[config.mk]
export PLATFORM = sky130hd
export DESIGN_NAME = nn_layer_sequencer
export DESIGN_NICKNAME = d
export VERILOG_FILES = /design/src/rtl/nn_seq_pkg.sv /design/src/rtl/nn_seq_cell_walker.sv /design/src/rtl/nn_layer_sequencer.sv
export SDC_FILE = /design/constraint.sdc
export NUM_CORES = 1
export LEC_CHECK = 0
export ABC_AREA = 1
export BUFFER_PORTS_ARGS = -buffer_cell sky130_fd_sc_hd__buf_2
export CORE_AREA = 5 5 77 79
export CTS_CLUSTER_SIZE = 12
export DETAILED_ROUTE_END_ITERATION = 7
export DIE_AREA = 0 0 82 84
export GPL_ROUTABILITY_DRIVEN = 0
export GPL_TIMING_DRIVEN = 0
export PLACE_DENSITY_LB_ADDON = 0.25
export SYNTH_ARGS = -nofsm -noshare
export SYNTH_HDL_FRONTEND = slang
export SYNTH_SLANG_ARGS = --single-unit
[constraint.sdc]
create_clock -name clk -period 1.5 [get_ports clk]
set_input_delay 0.075 -clock clk [delete_from_list [all_inputs] [get_ports clk]]
set_output_delay 0.075 -clock clk [all_outputs]
set_load 0.02 [all_outputs]
[src/rtl/nn_seq_pkg.sv]
// Shared state encoding and width helper for the layer sequencer.
package nn_seq_pkg;

  localparam int STATE_W = 4;

  typedef enum logic [STATE_W-1:0] {
    S_IDLE    = 4'd0,
    S_ACCUM   = 4'd1,
    S_CAPTURE = 4'd2,
    S_ACT_RD  = 4'd3,
    S_ACT_WR  = 4'd4,
    S_L2_MAC  = 4'd5,
    S_G_RD    = 4'd6,
    S_G_WR    = 4'd7,
    S_DONE    = 4'd8
  } state_e;

  // Counter width that stays >= 1 even for a depth of 1.
  function automatic int clog2w(input int n);
    return (n > 1) ? $clog2(n) : 1;
  endfunction

endpackage

[src/rtl/nn_seq_cell_walker.sv]
// 2-D (h,o) cell walker: h is the inner index, o the outer; wraps to (0,0).
module nn_seq_cell_walker
  import nn_seq_pkg::*;
#(
  parameter int H  = 10,
  parameter int O  = 10,
  parameter int HW = clog2w(H),
  parameter int OW = clog2w(O)
) (
  input  logic          clk,
  input  logic          reset,
  input  logic          clr,
  input  logic          step,
  output logic [HW-1:0] h,
  output logic [OW-1:0] o,
  output logic          last,
  output logic          wrap
);

  localparam logic [HW-1:0] H_MAX = HW'(H - 1);
  localparam logic [OW-1:0] O_MAX = OW'(O - 1);

  always_ff @(posedge clk or negedge reset) begin
    if (!reset) begin
      h <= '0;
      o <= '0;
    end else if (clr) begin
      h <= '0;
      o <= '0;
    end else if (step) begin
      if (h == H_MAX) begin
        h <= '0;
        o <= (o == O_MAX) ? '0 : o + 1'b1;
      end else begin
        h <= h + 1'b1;
      end
    end
  end

  assign last = (h == H_MAX) && (o == O_MAX);
  assign wrap = step && last;

endmodule

[src/rtl/nn_layer_sequencer.sv]
// Two-layer NN job sequencer: layer-1 streamed accumulation, LUT activation,
// layer-2 MAC sweep into GSRAM and optional GSRAM LUT pass.
module nn_layer_sequencer
  import nn_seq_pkg::*;
#(
  parameter int IN_LEN = 784,
  parameter int ROUNDS = 200,
  parameter int HID    = 10,
  parameter int OUT    = 10,
  parameter int HA_W   = $clog2(HID),
  parameter int OA_W   = $clog2(OUT)
) (
  input  logic                       clk,
  input  logic                       reset,
  input  logic                       start,
  input  logic                       act_each_round,
  input  logic                       in_valid,
  output logic                       in_ready,
  output logic                       mac_en,
  output logic                       mac_clear,
  output logic                       hold_we,
  output logic                       hold_sel,
  output logic [HA_W-1:0]            hold_addr,
  output logic                       lut_sel,
  output logic [OA_W-1:0]            w2_addr,
  output logic                       w2_next_row,
  output logic [HA_W-1:0]            gs_row,
  output logic [OA_W-1:0]            gs_col,
  output logic                       gs_we,
  output logic                       gs_sel,
  output logic                       busy,
  output logic                       done,
  output logic [$clog2(ROUNDS+1)-1:0] round_idx
);

  localparam int RI_W = $clog2(ROUNDS + 1);
  localparam int EL_W = clog2w(IN_LEN);
  localparam logic [EL_W-1:0] EL_MAX = EL_W'(IN_LEN - 1);
  localparam logic [RI_W-1:0] RI_MAX = RI_W'(ROUNDS);

  state_e            state, nxt;
  logic [EL_W-1:0]   elem;
  logic              mode;
  logic              walk_clr;
  logic              act_step, act_last, act_wrap, act_o_unused;
  logic [HA_W-1:0]   act_h;
  logic              cell_step, cell_last, cell_wrap;
  logic [HA_W-1:0]   cell_h;
  logic [OA_W-1:0]   cell_o;
  logic              last_round;

  assign walk_clr   = (state == S_CAPTURE);
  assign act_step   = (state == S_ACT_WR);
  assign cell_step  = (state == S_L2_MAC) || (state == S_G_WR);
  assign last_round = (round_idx == RI_MAX);

  // Activation pass walks only the hidden index.
  nn_seq_cell_walker #(.H(HID), .O(1), .HW(HA_W)) u_act_walk (
    .clk  (clk),
    .reset(reset),
    .clr  (walk_clr),
    .step (act_step),
    .h    (act_h),
    .o    (act_o_unused),
    .last (act_last),
    .wrap (act_wrap)
  );

  nn_seq_cell_walker #(.H(HID), .O(OUT), .HW(HA_W), .OW(OA_W)) u_cell_walk (
    .clk  (clk),
    .reset(reset),
    .clr  (walk_clr),
    .step (cell_step),
    .h    (cell_h),
    .o    (cell_o),
    .last (cell_last),
    .wrap (cell_wrap)
  );

  always_ff @(posedge clk or negedge reset) begin
    if (!reset) state <= S_IDLE;
    else        state <= nxt;
  end

  always_ff @(posedge clk or negedge reset) begin
    if (!reset) begin
      elem      <= '0;
      mode      <= 1'b0;
      round_idx <= '0;
    end else begin
      case (state)
        S_IDLE: if (start) begin
          mode      <= act_each_round;
          round_idx <= '0;
        end
        S_ACCUM: if (in_valid) elem <= (elem == EL_MAX) ? '0 : elem + 1'b1;
        S_CAPTURE: round_idx <= round_idx + 1'b1;
        default: ;
      endcase
    end
  end

  always_comb begin
    nxt         = state;
    in_ready    = 1'b0;
    mac_en      = 1'b0;
    mac_clear   = 1'b0;
    hold_we     = 1'b0;
    hold_sel    = 1'b0;
    hold_addr   = '0;
    lut_sel     = 1'b0;
    w2_addr     = '0;
    w2_next_row = 1'b0;
    gs_row      = '0;
    gs_col      = '0;
    gs_we       = 1'b0;
    gs_sel      = 1'b0;
    busy        = 1'b1;
    done        = 1'b0;
    case (state)
      S_IDLE: begin
        busy = 1'b0;
        if (start) nxt = S_ACCUM;
      end
      S_ACCUM: begin
        in_ready  = 1'b1;
        mac_en    = in_valid;
        mac_clear = in_valid && (elem == '0);
        if (in_valid && elem == EL_MAX) nxt = S_CAPTURE;
      end
      S_CAPTURE: begin
        hold_we = 1'b1;
        nxt     = S_ACT_RD;
      end
      S_ACT_RD: begin
        hold_addr = act_h;
        nxt       = S_ACT_WR;
      end
      S_ACT_WR: begin
        hold_we     = 1'b1;
        hold_sel    = 1'b1;
        hold_addr   = act_h;
        w2_next_row = act_last;
        nxt         = act_wrap ? S_L2_MAC : S_ACT_RD;
      end
      S_L2_MAC: begin
        gs_row    = cell_h;
        hold_addr = cell_h;
        gs_col    = cell_o;
        w2_addr   = cell_o;
        gs_we     = 1'b1;
        // The final round always gets the GSRAM pass; earlier ones only in per-round mode.
        if (cell_wrap) nxt = (mode || last_round) ? S_G_RD : S_ACCUM;
      end
      S_G_RD: begin
        lut_sel = 1'b1;
        gs_row  = cell_h;
        gs_col  = cell_o;
        nxt     = S_G_WR;
      end
      S_G_WR: begin
        gs_we  = 1'b1;
        gs_sel = 1'b1;
        gs_row = cell_h;
        gs_col = cell_o;
        if (cell_last) nxt = last_round ? S_DONE : S_ACCUM;
        else           nxt = S_G_RD;
      end
      S_DONE: begin
        done = 1'b1;
        nxt  = S_IDLE;
      end
      default: nxt = S_IDLE;
    endcase
  end

endmodule

==> flow_summary.toml <==
[critical_path]
timing.critical_path.buf_inv = 2
cp_slowest_cell = "dfrtp_2"
reg2reg_from = "state[2]"
endpoint_kind = "primary output"
cp.arrival_ns = 1.54
r2r_cells = 6
r2r_slack_ns = 0.01
reg2reg_to = "u_act_walk.h[1]"
critPathRequiredTime_ns = 1.42
critPathKind = "register to primary output"
worstPathCellList = "buf_12, nor2_4, a31oi_4, o22ai_1, buf_4"
start_kind = "register"
crit_family = "flip-flops"
path_max_fanout = 4
max_stage_delay_ns = 0.45

[worst_hold_path]
hold_depth = 3
hold_start = "act_each_round"
min_path_type = "input pin to register"
min_delay_worst_endpoint = "mode"

[route]
drt_iter0_drc = 86
post_drt_wl_per_cell_um = 13.7
routed_wl_mm = 5.95
drt_drc_violations_left = 0
num_vias = 2168
vias_per_cell = 5.01
final_antenna_net_count = 0
firstDrtPassIters = 4

[sta]
rsz0062_at_grt = "yes"
fmax_mhz = 619
period_share_pct = 108
drv_slew = 0
relSlewSlack_pct = 45.2
clock_skew_ns = 0.0108
layout_min_cycle_time_ns = 1.62
setup_violations = 8
hold_violations = 0
tightest_slew_ns = 0.823
hold_ws_ns = 0.0330
final.setup.worst_slack_ns = -0.115

[power_and_ir_drop]
swShare_pct = 21.8
peakVddDrop_uv = 405
p_sw_w = 0.000384
p_leak_nw = 1.54
pwr-share-seq_pct = 53.8
finalPower_w = 0.00176
internal-power_w = 0.00138
clkPwrFrac_pct = 43.4
p_comb_share_pct = 2.8
powerDensity_nw_per_um2 = 555

[synthesis]
synth-seq-cells = 35
syn_area_um2 = 2130
synth_top_area_share_pct = 41.2
synth_area_per_cell_um2 = 7.41
async_reset_ff_share_pct = 100
synth_warnings = 0
synth_top_cell_by_area = "dfrtp_1"
syn_nets = 300
synth_area_leaders = "dfrtp_1, nand2_1, nor2_1"
ys_seq_area_share_pct = 41.2
synth_edf_count = 0
synthCells = 287
synth_common_cells = "nand2_1, nor2_1, inv_1, dfrtp_1, nand3_1"
synth-main-ff-cell = "dfrtp_1"
synth.distinct_cells = 28
synth.most_common_cell = "nand2_1"

[floorplan]
die_width_um = 82
io_pins = 40
coreArea_um2 = 5270
dieArea_um2 = 6890
start_util_pct = 40.3
rows = 27
die_h_um = 84

[cts]
clock-sinks = 35
cts_tree = "built"
cts_buffers = 5
clk_path_buf_depth = 2
clk_latency_ns = 0.29
htree_levels = 2
clk_pin_slew_ns = 0.07
cts-root-buf = "clkbuf_8"

[layout]
diodes = 0
drive_gt1_share_pct = 41.6
layout.nets = 373
layout.cell_area.non_filler_um2 = 3170
fillers = 456
instances_no_fill = 433
syn_to_final_growth_pct = 49.3

[global_route]
overflow = 0
grt_use_met1_pct = 21.3
grt_pass1_wl_mm = 9.07
use_met3_pct = 4.32
grt_pass1_vias = 2016
grt.busiest_layer = "met2"
antenna_found_initial = 0
grt_start_max_net_pins = 36
grt_use_total_pct = 16.6
grt_util_met2_pct = 27.6

[placed_design]
numPlacedInstances = 398
dp_slack_ns = -0.104
numPortBuffers = 39
hpwl_mm = 3.71
postPlaceCellArea_um2 = 2410

[outcome]
status = "finished, violations left"
violations = "negative setup slack"

[flow_run]
drv_cap = 0
## cells in the final DEF (no fill, tap or decap), types with 10 or more instances in the layout
cell type and instances:
inv_1 29, nor2_4 11, nand2_1 46, o22ai_1 11, buf_2 24, nand3_1 17, nor2_1 33, nand2_2 13
dfrtp_1 31, buf_4 29, buf_6 10
## sequential cells by signal (all words and copies together) (netlist names)
name / flops
u_cell_walk.h: 4
mode: 1
elem: 10
u_act_walk.h: 4
u_cell_walk.o: 4
state: 4
round_idx: 8
## final cells by class
cell class | count | area (µm²) | share of cell area, %
multi-input cells | 213 | 1440 | 45.3
repair buffers | 66 | 500 | 15.8
inverters | 39 | 166 | 5.24
well taps | 72 | 90.1 | 2.84
flip-flops and latches | 35 | 881 | 27.7
clock buffers | 8 | 100 | 3.15
## metal layers
layer / vias to the layer above / share of wire, %
met1: 1022 / 45
met4: 0 / 1.9
met2: 42 / 50
met3: 12 / 3.1
li1: 1092 / -
met5: - / 0
## power by group through the flow
stage	Clock (W)	Sequential (W)	Combinational, W
finish	0.000765	0.000948	0.0000490
floorplan	0	0.000966	0.0000132
global placement	0	0.000966	0.0000434
global route	0.000828	0.000948	0.0000570
CTS	0.000780	0.000948	0.0000455
detailed placement	0	0.000967	0.0000433
## how the worst max path moves through the flow
stage,cells after the start,from,endpoint,slack [ns]
global placement,10,u_cell_walk.h[1],state[0],-0.09
floorplan,5,state[1],mac_clear,0.0005
finish,5,state[2],hold_addr[3],-0.12
CTS,5,state[3],lut_sel,-0.05
global route,5,state[2],hold_addr[3],-0.18
detailed placement,10,u_cell_walk.h[1],state[0],-0.10
## worst reg2reg max path, delay by kind of cell (launching register included)
family,cells,cell delay [ns]
and+or+nand+nor,2,0.33
buffers and inverters,2,0.32
AOI/OAI and AO/OA,2,0.25
DFF,1,0.45
## kinds of logic after synthesis
group           share of synthesized area [%]
simple gates                             33.1
compound gates                           11.7
buf+inv                                  6.89
flops                                    41.2
fa+ha+maj                                4.71
xor+xnor                                 2.47
## per-stage QoR
| stage | setup TNS [ns] | utilization (%) |
|---|---|---|
| finish | -0.371 | 60.2 |
| global route | -2.39 | 60.2 |
| CTS | -0.224 | 52.1 |
| detailed placement | -0.810 | 45.8 |
| global placement | -0.792 | 45.8 |
| floorplan | 0 | - |
## what timing repair did
| item | 4_1_cts | 5_1_grt |
|---|---|---|
| hold buffers | 1 | 0 |
| pin swaps | 9 | 17 |
| hold endpoints to repair | 35 | 0 |
| buffers inserted | 12 | 14 |
| resized for setup | 41 | 84 |
| setup endpoints to repair | 38 | 48 |
Note: power is estimated with default switching activity, not from simulation.
